--- config.mk ---
export PLATFORM = sky130hd
export DESIGN_NAME = mem_bus_arbiter_flat
export DESIGN_NICKNAME = d
export VERILOG_FILES = /design/src/rtl/mem_bus_arbiter_if.sv /design/src/rtl/mem_bus_arbiter.sv /design/src/flat_wrapper.sv
export SDC_FILE = /design/constraint.sdc
export NUM_CORES = 1
export LEC_CHECK = 0
export ABC_CLOCK_PERIOD_IN_PS = 2800
export CAP_MARGIN = 30
export CORE_AREA = 2 2 141 143
export DETAILED_ROUTE_END_ITERATION = 12
export DIE_AREA = 0 0 143 145
export GPL_ROUTABILITY_DRIVEN = 0
export PLACE_DENSITY = 0.76
export SETUP_SLACK_MARGIN = 0.05
export SYNTH_ARGS = -nofsm -noshare
export SYNTH_HDL_FRONTEND = slang
export SYNTH_SLANG_ARGS = --single-unit
--- constraint.sdc ---
create_clock -name clk -period 2.8 [get_ports clk]
set_input_delay 0.28 -clock clk [delete_from_list [all_inputs] [get_ports clk]]
set_output_delay 0.28 -clock clk [all_outputs]
set_load 0.01 [all_outputs]
--- src/rtl/mem_bus_arbiter_if.sv ---
// Bundles the IFU/LSU request ports and the RAM/IO target ports of the memory bus arbiter.
// The slave modport is the arbiter's view; the master modport is the surrounding core/fabric.
interface mem_bus_arbiter_if;
  logic        ifu_req_i;
  logic [31:0] ifu_addr_i;
  logic        ifu_gnt_o;
  logic        ifu_rvalid_o;
  logic [31:0] ifu_rdata_o;
  logic        ifu_err_o;

  logic        lsu_req_i;
  logic [31:0] lsu_addr_i;
  logic        lsu_we_i;
  logic [3:0]  lsu_be_i;
  logic [31:0] lsu_wdata_i;
  logic        lsu_gnt_o;
  logic        lsu_rvalid_o;
  logic [31:0] lsu_rdata_o;
  logic        lsu_err_o;

  logic        ram_en_o;
  logic [3:0]  ram_we_o;
  logic [31:0] ram_addr_o;
  logic [31:0] ram_wdata_o;
  logic [31:0] ram_rdata_i;

  logic        io_en_o;
  logic [3:0]  io_we_o;
  logic [15:0] io_addr_o;
  logic [31:0] io_wdata_o;
  logic [31:0] io_rdata_i;
  logic        io_ready_i;

  modport slave (
    input  ifu_req_i, ifu_addr_i,
    output ifu_gnt_o, ifu_rvalid_o, ifu_rdata_o, ifu_err_o,
    input  lsu_req_i, lsu_addr_i, lsu_we_i, lsu_be_i, lsu_wdata_i,
    output lsu_gnt_o, lsu_rvalid_o, lsu_rdata_o, lsu_err_o,
    output ram_en_o, ram_we_o, ram_addr_o, ram_wdata_o,
    input  ram_rdata_i,
    output io_en_o, io_we_o, io_addr_o, io_wdata_o,
    input  io_rdata_i, io_ready_i
  );

  modport master (
    output ifu_req_i, ifu_addr_i,
    input  ifu_gnt_o, ifu_rvalid_o, ifu_rdata_o, ifu_err_o,
    output lsu_req_i, lsu_addr_i, lsu_we_i, lsu_be_i, lsu_wdata_i,
    input  lsu_gnt_o, lsu_rvalid_o, lsu_rdata_o, lsu_err_o,
    input  ram_en_o, ram_we_o, ram_addr_o, ram_wdata_o,
    output ram_rdata_i,
    input  io_en_o, io_we_o, io_addr_o, io_wdata_o,
    output io_rdata_i, io_ready_i
  );
endinterface

--- src/rtl/mem_bus_arbiter.sv ---
// Round-robin IFU/LSU arbiter sharing one RAM/IO bus: RAM response 3 cycles after grant, IO 3 + wait cycles.
// Requesters are held off (no grant) until the current transaction has returned its response.
module mem_bus_arbiter #(
  parameter int IO_TIMEOUT = 16
) (
  input  logic               clk,
  input  logic               rst,
  mem_bus_arbiter_if.slave   bus
);

  typedef enum logic [2:0] {S_IDLE, S_DECODE, S_RAM, S_IO, S_RESP} state_t;

  state_t      r_state;
  state_t      w_next;
  logic        r_last_lsu;
  logic        r_owner_lsu;
  logic        r_we;
  logic        r_err;
  logic        r_src_ram;
  logic [3:0]  r_be;
  logic [31:0] r_addr;
  logic [31:0] r_wdata;
  logic [31:0] r_io_rdata;
  logic [7:0]  r_cnt;

  logic        w_any_req;
  logic        w_pick_lsu;
  logic        w_grant;
  logic        w_ram_hit;
  logic        w_io_hit;
  logic        w_io_timeout;
  logic        w_ifu_gnt;
  logic        w_lsu_gnt;
  logic        w_rvalid;
  logic [31:0] w_rdata;
  logic        w_ram_en;
  logic [3:0]  w_ram_we;
  logic [31:0] w_ram_addr;
  logic [31:0] w_ram_wdata;
  logic        w_io_en;
  logic [3:0]  w_io_we;
  logic [15:0] w_io_addr;
  logic [31:0] w_io_wdata;

  // On a tie the port that did not win last time gets the bus.
  assign w_any_req    = bus.ifu_req_i | bus.lsu_req_i;
  assign w_pick_lsu   = bus.lsu_req_i & (~bus.ifu_req_i | ~r_last_lsu);
  assign w_grant      = (r_state == S_IDLE) & w_any_req & ~rst;
  assign w_ram_hit    = (r_addr[31:28] == 4'h0);
  assign w_io_hit     = (r_addr[31:16] == 16'hF000);
  assign w_io_timeout = (r_cnt == 8'(IO_TIMEOUT - 1));

  always_ff @(posedge clk) begin
    if (rst) r_state <= S_IDLE;
    else     r_state <= w_next;
  end

  always_comb begin
    w_next      = r_state;
    w_ifu_gnt   = 1'b0;
    w_lsu_gnt   = 1'b0;
    w_rvalid    = 1'b0;
    w_rdata     = '0;
    w_ram_en    = 1'b0;
    w_ram_we    = '0;
    w_ram_addr  = '0;
    w_ram_wdata = '0;
    w_io_en     = 1'b0;
    w_io_we     = '0;
    w_io_addr   = '0;
    w_io_wdata  = '0;
    case (r_state)
      S_IDLE: begin
        if (w_grant) begin
          w_next    = S_DECODE;
          w_ifu_gnt = ~w_pick_lsu;
          w_lsu_gnt = w_pick_lsu;
        end
      end
      S_DECODE: begin
        if (w_ram_hit)     w_next = S_RAM;
        else if (w_io_hit) w_next = S_IO;
        else               w_next = S_RESP;
      end
      S_RAM: begin
        w_ram_en    = 1'b1;
        w_ram_we    = r_we ? r_be : 4'h0;
        w_ram_addr  = r_addr;
        w_ram_wdata = r_wdata;
        w_next      = S_RESP;
      end
      S_IO: begin
        w_io_en    = 1'b1;
        w_io_we    = r_we ? r_be : 4'h0;
        w_io_addr  = r_addr[15:0];
        w_io_wdata = r_wdata;
        if (bus.io_ready_i || w_io_timeout) w_next = S_RESP;
      end
      S_RESP: begin
        w_rvalid = 1'b1;
        if (r_err || r_we) w_rdata = '0;
        else if (r_src_ram) w_rdata = bus.ram_rdata_i;
        else                w_rdata = r_io_rdata;
        w_next = S_IDLE;
      end
      default: w_next = S_IDLE;
    endcase
    // Reset silences every strobe in the same cycle so an aborted IO access is dropped cleanly.
    if (rst) begin
      w_rvalid = 1'b0;
      w_ram_en = 1'b0;
      w_ram_we = '0;
      w_ram_addr = '0;
      w_ram_wdata = '0;
      w_io_en = 1'b0;
      w_io_we = '0;
      w_io_addr = '0;
      w_io_wdata = '0;
    end
  end

  always_ff @(posedge clk) begin
    if (rst) begin
      r_last_lsu  <= 1'b1;
      r_owner_lsu <= 1'b0;
      r_we        <= 1'b0;
      r_err       <= 1'b0;
      r_src_ram   <= 1'b0;
      r_be        <= '0;
      r_addr      <= '0;
      r_wdata     <= '0;
      r_io_rdata  <= '0;
      r_cnt       <= '0;
    end else begin
      case (r_state)
        S_IDLE: begin
          if (w_grant) begin
            r_owner_lsu <= w_pick_lsu;
            r_last_lsu  <= w_pick_lsu;
            r_addr      <= w_pick_lsu ? bus.lsu_addr_i : bus.ifu_addr_i;
            r_we        <= w_pick_lsu & bus.lsu_we_i;
            r_be        <= w_pick_lsu ? bus.lsu_be_i : 4'h0;
            r_wdata     <= w_pick_lsu ? bus.lsu_wdata_i : 32'h0;
            r_err       <= 1'b0;
            r_src_ram   <= 1'b0;
            r_io_rdata  <= '0;
            r_cnt       <= '0;
          end
        end
        S_DECODE: begin
          r_src_ram <= w_ram_hit;
          r_err     <= ~w_ram_hit & ~w_io_hit;
        end
        S_IO: begin
          if (bus.io_ready_i) begin
            r_io_rdata <= bus.io_rdata_i;
            r_cnt      <= '0;
          end else if (w_io_timeout) begin
            r_err <= 1'b1;
            r_cnt <= '0;
          end else begin
            r_cnt <= r_cnt + 8'd1;
          end
        end
        default: ;
      endcase
    end
  end

  assign bus.ifu_gnt_o    = w_ifu_gnt;
  assign bus.lsu_gnt_o    = w_lsu_gnt;
  assign bus.ifu_rvalid_o = w_rvalid & ~r_owner_lsu;
  assign bus.lsu_rvalid_o = w_rvalid & r_owner_lsu;
  assign bus.ifu_rdata_o  = (w_rvalid & ~r_owner_lsu) ? w_rdata : 32'h0;
  assign bus.lsu_rdata_o  = (w_rvalid & r_owner_lsu) ? w_rdata : 32'h0;
  assign bus.ifu_err_o    = w_rvalid & ~r_owner_lsu & r_err;
  assign bus.lsu_err_o    = w_rvalid & r_owner_lsu & r_err;
  assign bus.ram_en_o     = w_ram_en;
  assign bus.ram_we_o     = w_ram_we;
  assign bus.ram_addr_o   = w_ram_addr;
  assign bus.ram_wdata_o  = w_ram_wdata;
  assign bus.io_en_o      = w_io_en;
  assign bus.io_we_o      = w_io_we;
  assign bus.io_addr_o    = w_io_addr;
  assign bus.io_wdata_o   = w_io_wdata;

endmodule
--- src/flat_wrapper.sv ---
// flat-port wrapper written by rule: the top's interface ports become plain ports
module mem_bus_arbiter_flat 
#(
  parameter int IO_TIMEOUT = 16
)
  (clk, rst, bus_ifu_req_i, bus_ifu_addr_i, bus_ifu_gnt_o, bus_ifu_rvalid_o, bus_ifu_rdata_o, bus_ifu_err_o, bus_lsu_req_i, bus_lsu_addr_i, bus_lsu_we_i, bus_lsu_be_i, bus_lsu_wdata_i, bus_lsu_gnt_o, bus_lsu_rvalid_o, bus_lsu_rdata_o, bus_lsu_err_o, bus_ram_en_o, bus_ram_we_o, bus_ram_addr_o, bus_ram_wdata_o, bus_ram_rdata_i, bus_io_en_o, bus_io_we_o, bus_io_addr_o, bus_io_wdata_o, bus_io_rdata_i, bus_io_ready_i);
  mem_bus_arbiter_if bus_i ();
  input  logic clk;
  input  logic rst;
  input wire logic [$bits(bus_i.ifu_req_i)-1:0] bus_ifu_req_i;
  input wire logic [$bits(bus_i.ifu_addr_i)-1:0] bus_ifu_addr_i;
  output wire logic [$bits(bus_i.ifu_gnt_o)-1:0] bus_ifu_gnt_o;
  output wire logic [$bits(bus_i.ifu_rvalid_o)-1:0] bus_ifu_rvalid_o;
  output wire logic [$bits(bus_i.ifu_rdata_o)-1:0] bus_ifu_rdata_o;
  output wire logic [$bits(bus_i.ifu_err_o)-1:0] bus_ifu_err_o;
  input wire logic [$bits(bus_i.lsu_req_i)-1:0] bus_lsu_req_i;
  input wire logic [$bits(bus_i.lsu_addr_i)-1:0] bus_lsu_addr_i;
  input wire logic [$bits(bus_i.lsu_we_i)-1:0] bus_lsu_we_i;
  input wire logic [$bits(bus_i.lsu_be_i)-1:0] bus_lsu_be_i;
  input wire logic [$bits(bus_i.lsu_wdata_i)-1:0] bus_lsu_wdata_i;
  output wire logic [$bits(bus_i.lsu_gnt_o)-1:0] bus_lsu_gnt_o;
  output wire logic [$bits(bus_i.lsu_rvalid_o)-1:0] bus_lsu_rvalid_o;
  output wire logic [$bits(bus_i.lsu_rdata_o)-1:0] bus_lsu_rdata_o;
  output wire logic [$bits(bus_i.lsu_err_o)-1:0] bus_lsu_err_o;
  output wire logic [$bits(bus_i.ram_en_o)-1:0] bus_ram_en_o;
  output wire logic [$bits(bus_i.ram_we_o)-1:0] bus_ram_we_o;
  output wire logic [$bits(bus_i.ram_addr_o)-1:0] bus_ram_addr_o;
  output wire logic [$bits(bus_i.ram_wdata_o)-1:0] bus_ram_wdata_o;
  input wire logic [$bits(bus_i.ram_rdata_i)-1:0] bus_ram_rdata_i;
  output wire logic [$bits(bus_i.io_en_o)-1:0] bus_io_en_o;
  output wire logic [$bits(bus_i.io_we_o)-1:0] bus_io_we_o;
  output wire logic [$bits(bus_i.io_addr_o)-1:0] bus_io_addr_o;
  output wire logic [$bits(bus_i.io_wdata_o)-1:0] bus_io_wdata_o;
  input wire logic [$bits(bus_i.io_rdata_i)-1:0] bus_io_rdata_i;
  input wire logic [$bits(bus_i.io_ready_i)-1:0] bus_io_ready_i;
  assign bus_i.ifu_req_i = bus_ifu_req_i;
  assign bus_i.ifu_addr_i = bus_ifu_addr_i;
  assign bus_ifu_gnt_o = bus_i.ifu_gnt_o;
  assign bus_ifu_rvalid_o = bus_i.ifu_rvalid_o;
  assign bus_ifu_rdata_o = bus_i.ifu_rdata_o;
  assign bus_ifu_err_o = bus_i.ifu_err_o;
  assign bus_i.lsu_req_i = bus_lsu_req_i;
  assign bus_i.lsu_addr_i = bus_lsu_addr_i;
  assign bus_i.lsu_we_i = bus_lsu_we_i;
  assign bus_i.lsu_be_i = bus_lsu_be_i;
  assign bus_i.lsu_wdata_i = bus_lsu_wdata_i;
  assign bus_lsu_gnt_o = bus_i.lsu_gnt_o;
  assign bus_lsu_rvalid_o = bus_i.lsu_rvalid_o;
  assign bus_lsu_rdata_o = bus_i.lsu_rdata_o;
  assign bus_lsu_err_o = bus_i.lsu_err_o;
  assign bus_ram_en_o = bus_i.ram_en_o;
  assign bus_ram_we_o = bus_i.ram_we_o;
  assign bus_ram_addr_o = bus_i.ram_addr_o;
  assign bus_ram_wdata_o = bus_i.ram_wdata_o;
  assign bus_i.ram_rdata_i = bus_ram_rdata_i;
  assign bus_io_en_o = bus_i.io_en_o;
  assign bus_io_we_o = bus_i.io_we_o;
  assign bus_io_addr_o = bus_i.io_addr_o;
  assign bus_io_wdata_o = bus_i.io_wdata_o;
  assign bus_i.io_rdata_i = bus_io_rdata_i;
  assign bus_i.io_ready_i = bus_io_ready_i;
  mem_bus_arbiter #(.IO_TIMEOUT(IO_TIMEOUT)) u_core (.clk(clk), .rst(rst), .bus(bus_i));
endmodule
==> impl_metrics.json <==
{
  "row_count": 51,
  "place_hpwl_um": 16500,
  "synth_top_family_by_area": "simple AND/OR/NAND/NOR gates",
  "maxSlewHeadroom_pct": 47.7,
  "ctsHoldBuffers": 0,
  "setup_viol": 0,
  "path_clk_slew_ns": 0.06,
  "num_vias": 6508,
  "ys_seq_elements": 116,
  "synth-edff-count": 0,
  "yosysMostFrequentCell": "dfxtp_1",
  "synth_area_leaders": "dfxtp_1 38%, and2_1 12%, mux2i_1 10%",
  "rr_startpoint": "u_core.r_state[0]$_SDFFE_PP0P_",
  "synth_xor_area_share_pct": 0.285,
  "cpMostUsedCell": "buf_4",
  "slew_violations": 0,
  "synth_nets": 897,
  "ir_drop_mv": 0.518,
  "initial_utilization_pct": 32.0,
  "synth_compound_area_share_pct": 17.8,
  "overflow": 0,
  "cp.required_ns": 2.52,
  "startpoint_type": "flip-flop",
  "crit_chain": "buf_4 > nor3_2 > buf_4 > nand3_1 > nor2_1 > clkdlybuf4s50_1",
  "dr.pass1.iters": 5,
  "powerDensity_nw_per_um2": 598,
  "reg2reg_slack_ns": 0.73,
  "yosys.area_share.simple_pct": 28.5,
  "worst_path_max_delay_cell": "clkdlybuf4s50_1",
  "worstReg2RegEnd": "u_core.r_io_rdata[2]$_SDFFE_PP0P_",
  "grt_max_degree": 70,
  "core_um2": 19200,
  "gr-usage-all-layers_pct": 21.3,
  "yosysTopAreaCell": "dfxtp_1",
  "post-route-period-util_pct": 94.4,
  "min_period_ns": 2.64,
  "synth.avg_cell_area_um2": 8.47,
  "crit_start": "u_core.r_state[0]$_SDFFE_PP0P_",
  "syn_area_um2": 6150,
  "clock_path_buffers": 2,
  "cts-buffers-inserted": 17,
  "clock_sinks": 116,
  "tns_ns": 0,
  "diodes": 0,
  "die_w_um": 143,
  "rr_worst_depth": 7,
  "areaGrowthSynthToFinish_pct": 73.4,
  "crit_path_end": "bus_ifu_gnt_o",
  "cts_tree": "done",
  "grt_pass1_wl_um": 34500,
  "layout.nets": 1226,
  "outcome": "finished, final reports clean",
  "antenna_found_initial": 1,
  "synth_fa_ha_area_share_pct": 0.204,
  "ant_nets": 0,
  "ys_top_cells_by_count": "116 x dfxtp_1, 115 x and2_1, 106 x nor2_1",
  "clkLatencyLatePin_ns": 0.41,
  "regArea_um2": 2330,
  "first_iter_violations": 289,
  "nFillCells": 1766,
  "path_class": "flip-flop to primary output",
  "arrival_ns": 2.36,
  "synth_top_area_share_pct": 37.8,
  "yosys.cell_types.count": 48,
  "hp-class": "input port to flip-flop",
  "die-height_um": 145,
  "fp.dieArea_um2": 20700,
  "drive_gt1_share_pct": 6.65,
  "multiInputGateArea_um2": 3580,
  "h-tree-depth": 4,
  "worst_setup_path_end_kind": "primary output",
  "worstMarginPinSlew_ns": 0.784,
  "ios": 362,
  "p_leak_nw": 3.76,
  "wire_per_inst_um": 16.9,
  "syn-instance-count": 726,
  "fmax_mhz": 378,
  "drcViolationCount": 0,
  "synthArstFlopShare_pct": 0,
  "slowest_delay_ns": 0.61,
  "via_per_inst": 4.88,
  "synth_mux_area_share_pct": 10.4,
  "power_mw": 6.38,
  "drt-total-wl_um": 22500,
  "synth-main-ff-cell": "dfxtp_1",
  "hold_violations": 0,
  "crit_fanout": 11,
  "yosysWarnings": 0,
  "maxCapViolCount": 0,
  "seq_area_frac_synth_pct": 37.8,
  "grt_pass1_vias": 6175,
  "cts_root_buffer": "clkbuf_16",
  "fin_worst_skew_ns": 0.00977,
  "rsz0062_at_grt": "false",
  "portBuffers": 361
}
layout make-up:
type,instances,share of cell area (%)
multi-input combinational,534,33.6
sequential,116,21.8
tap,265,3.11
clock buffer,20,4.19
clock inverter,12,1.22
timing repair buffer,380,35.8
inverter,6,0.211
state kept, by name (all words and copies together) (netlist names):
signal	flops
u_core.r_io_rdata	32
u_core.r_cnt	8
u_core.r_we	1
u_core.r_be	4
u_core.r_wdata	32
u_core.r_owner_lsu	1
u_core.r_src_ram	1
u_core.r_addr	32
u_core.r_state	3
u_core.r_last_lsu	1
u_core.r_err	1
timing repair:
item / in CTS / in global routing
setup buffers: 0 / 0
gates resized for setup: 0 / 10
endpoints found under the setup margin: 0 / 117
logic make-up (layout without fill, tap and decap cells):
family	Yosys count	after routing
flops	116	116
xor+xnor	2	2
mux	64	64
compound gates	164	164
buf+inv	76	418
fa+ha+maj	1	1
simple gates	303	303
power breakdown:
part / internal [mW] / leakage (nW) / switching (mW)
clock: 1.33 / 0.281 / 0.805
combinational: 0.908 / 2.54 / 1.11
sequential: 1.96 / 0.948 / 0.258
worst min path at each step:
stage                                       start                                  to  cells past startpoint
3_3_place_gp    u_core.r_io_rdata[4]$_SDFFE_PP0P_   u_core.r_io_rdata[4]$_SDFFE_PP0P_                      2
5_1_grt                                       rst   u_core.r_io_rdata[9]$_SDFFE_PP0P_                      3
3_5_place_dp   u_core.r_io_rdata[30]$_SDFFE_PP0P_  u_core.r_io_rdata[30]$_SDFFE_PP0P_                      2
4_1_cts                                       rst  u_core.r_io_rdata[10]$_SDFFE_PP0P_                      3
2_1_floorplan                     bus_lsu_be_i[3]         u_core.r_be[3]$_SDFFE_PP0P_                      1
6_report                                      rst  u_core.r_io_rdata[10]$_SDFFE_PP0P_                      3
cells in the final DEF (no fill, tap or decap), types with 4 or more instances in the layout:
master           count
a211oi_1            34
a21oi_1             41
a22o_1              37
and2_1             114
and3_1              10
buf_12               5
buf_4               12
clkbuf_16           17
clkdlybuf4s50_1    360
clkinv_2             4
dfxtp_1            113
inv_1                6
mux2i_1             64
nand2_1              7
nor2_1             103
nor4_1               4
o21ai_0             34
or3_1                5
or4b_1              27
or4b_2               5
metrics by stage:
stage               hold WS [ns]  instance area (um2)  instances  utilization, %  setup WS, ns
detailed placement         0.464                10000       1301            52.3         0.356
global placement           0.457                10000       1301            52.3         0.364
floorplan                  0.413                 6150        726               -         0.770
finish                     0.287                10700       1333            55.5         0.157
CTS                        0.284                10600       1333            55.3        0.0515
global route               0.287                10700       1333            55.5        0.0546
layer usage:
layer	vias to the layer above	GRT usage (%)	part of all wire, %
met3	28	7.33	8.4
met1	2971	25.0	41
li1	3244	-	-
met2	263	36.2	49
met4	2	6.49	1.7
met5	-	0	0.058
worst max-delay path: cells and delay by family, from the launching register on:
kind / cells / cell delay [ns]
buffers and inverters: 3 / 0.97
and+or+nand+nor: 3 / 0.65
DFF: 1 / 0.32
Note: power is estimated with default switching activity, not from simulation.
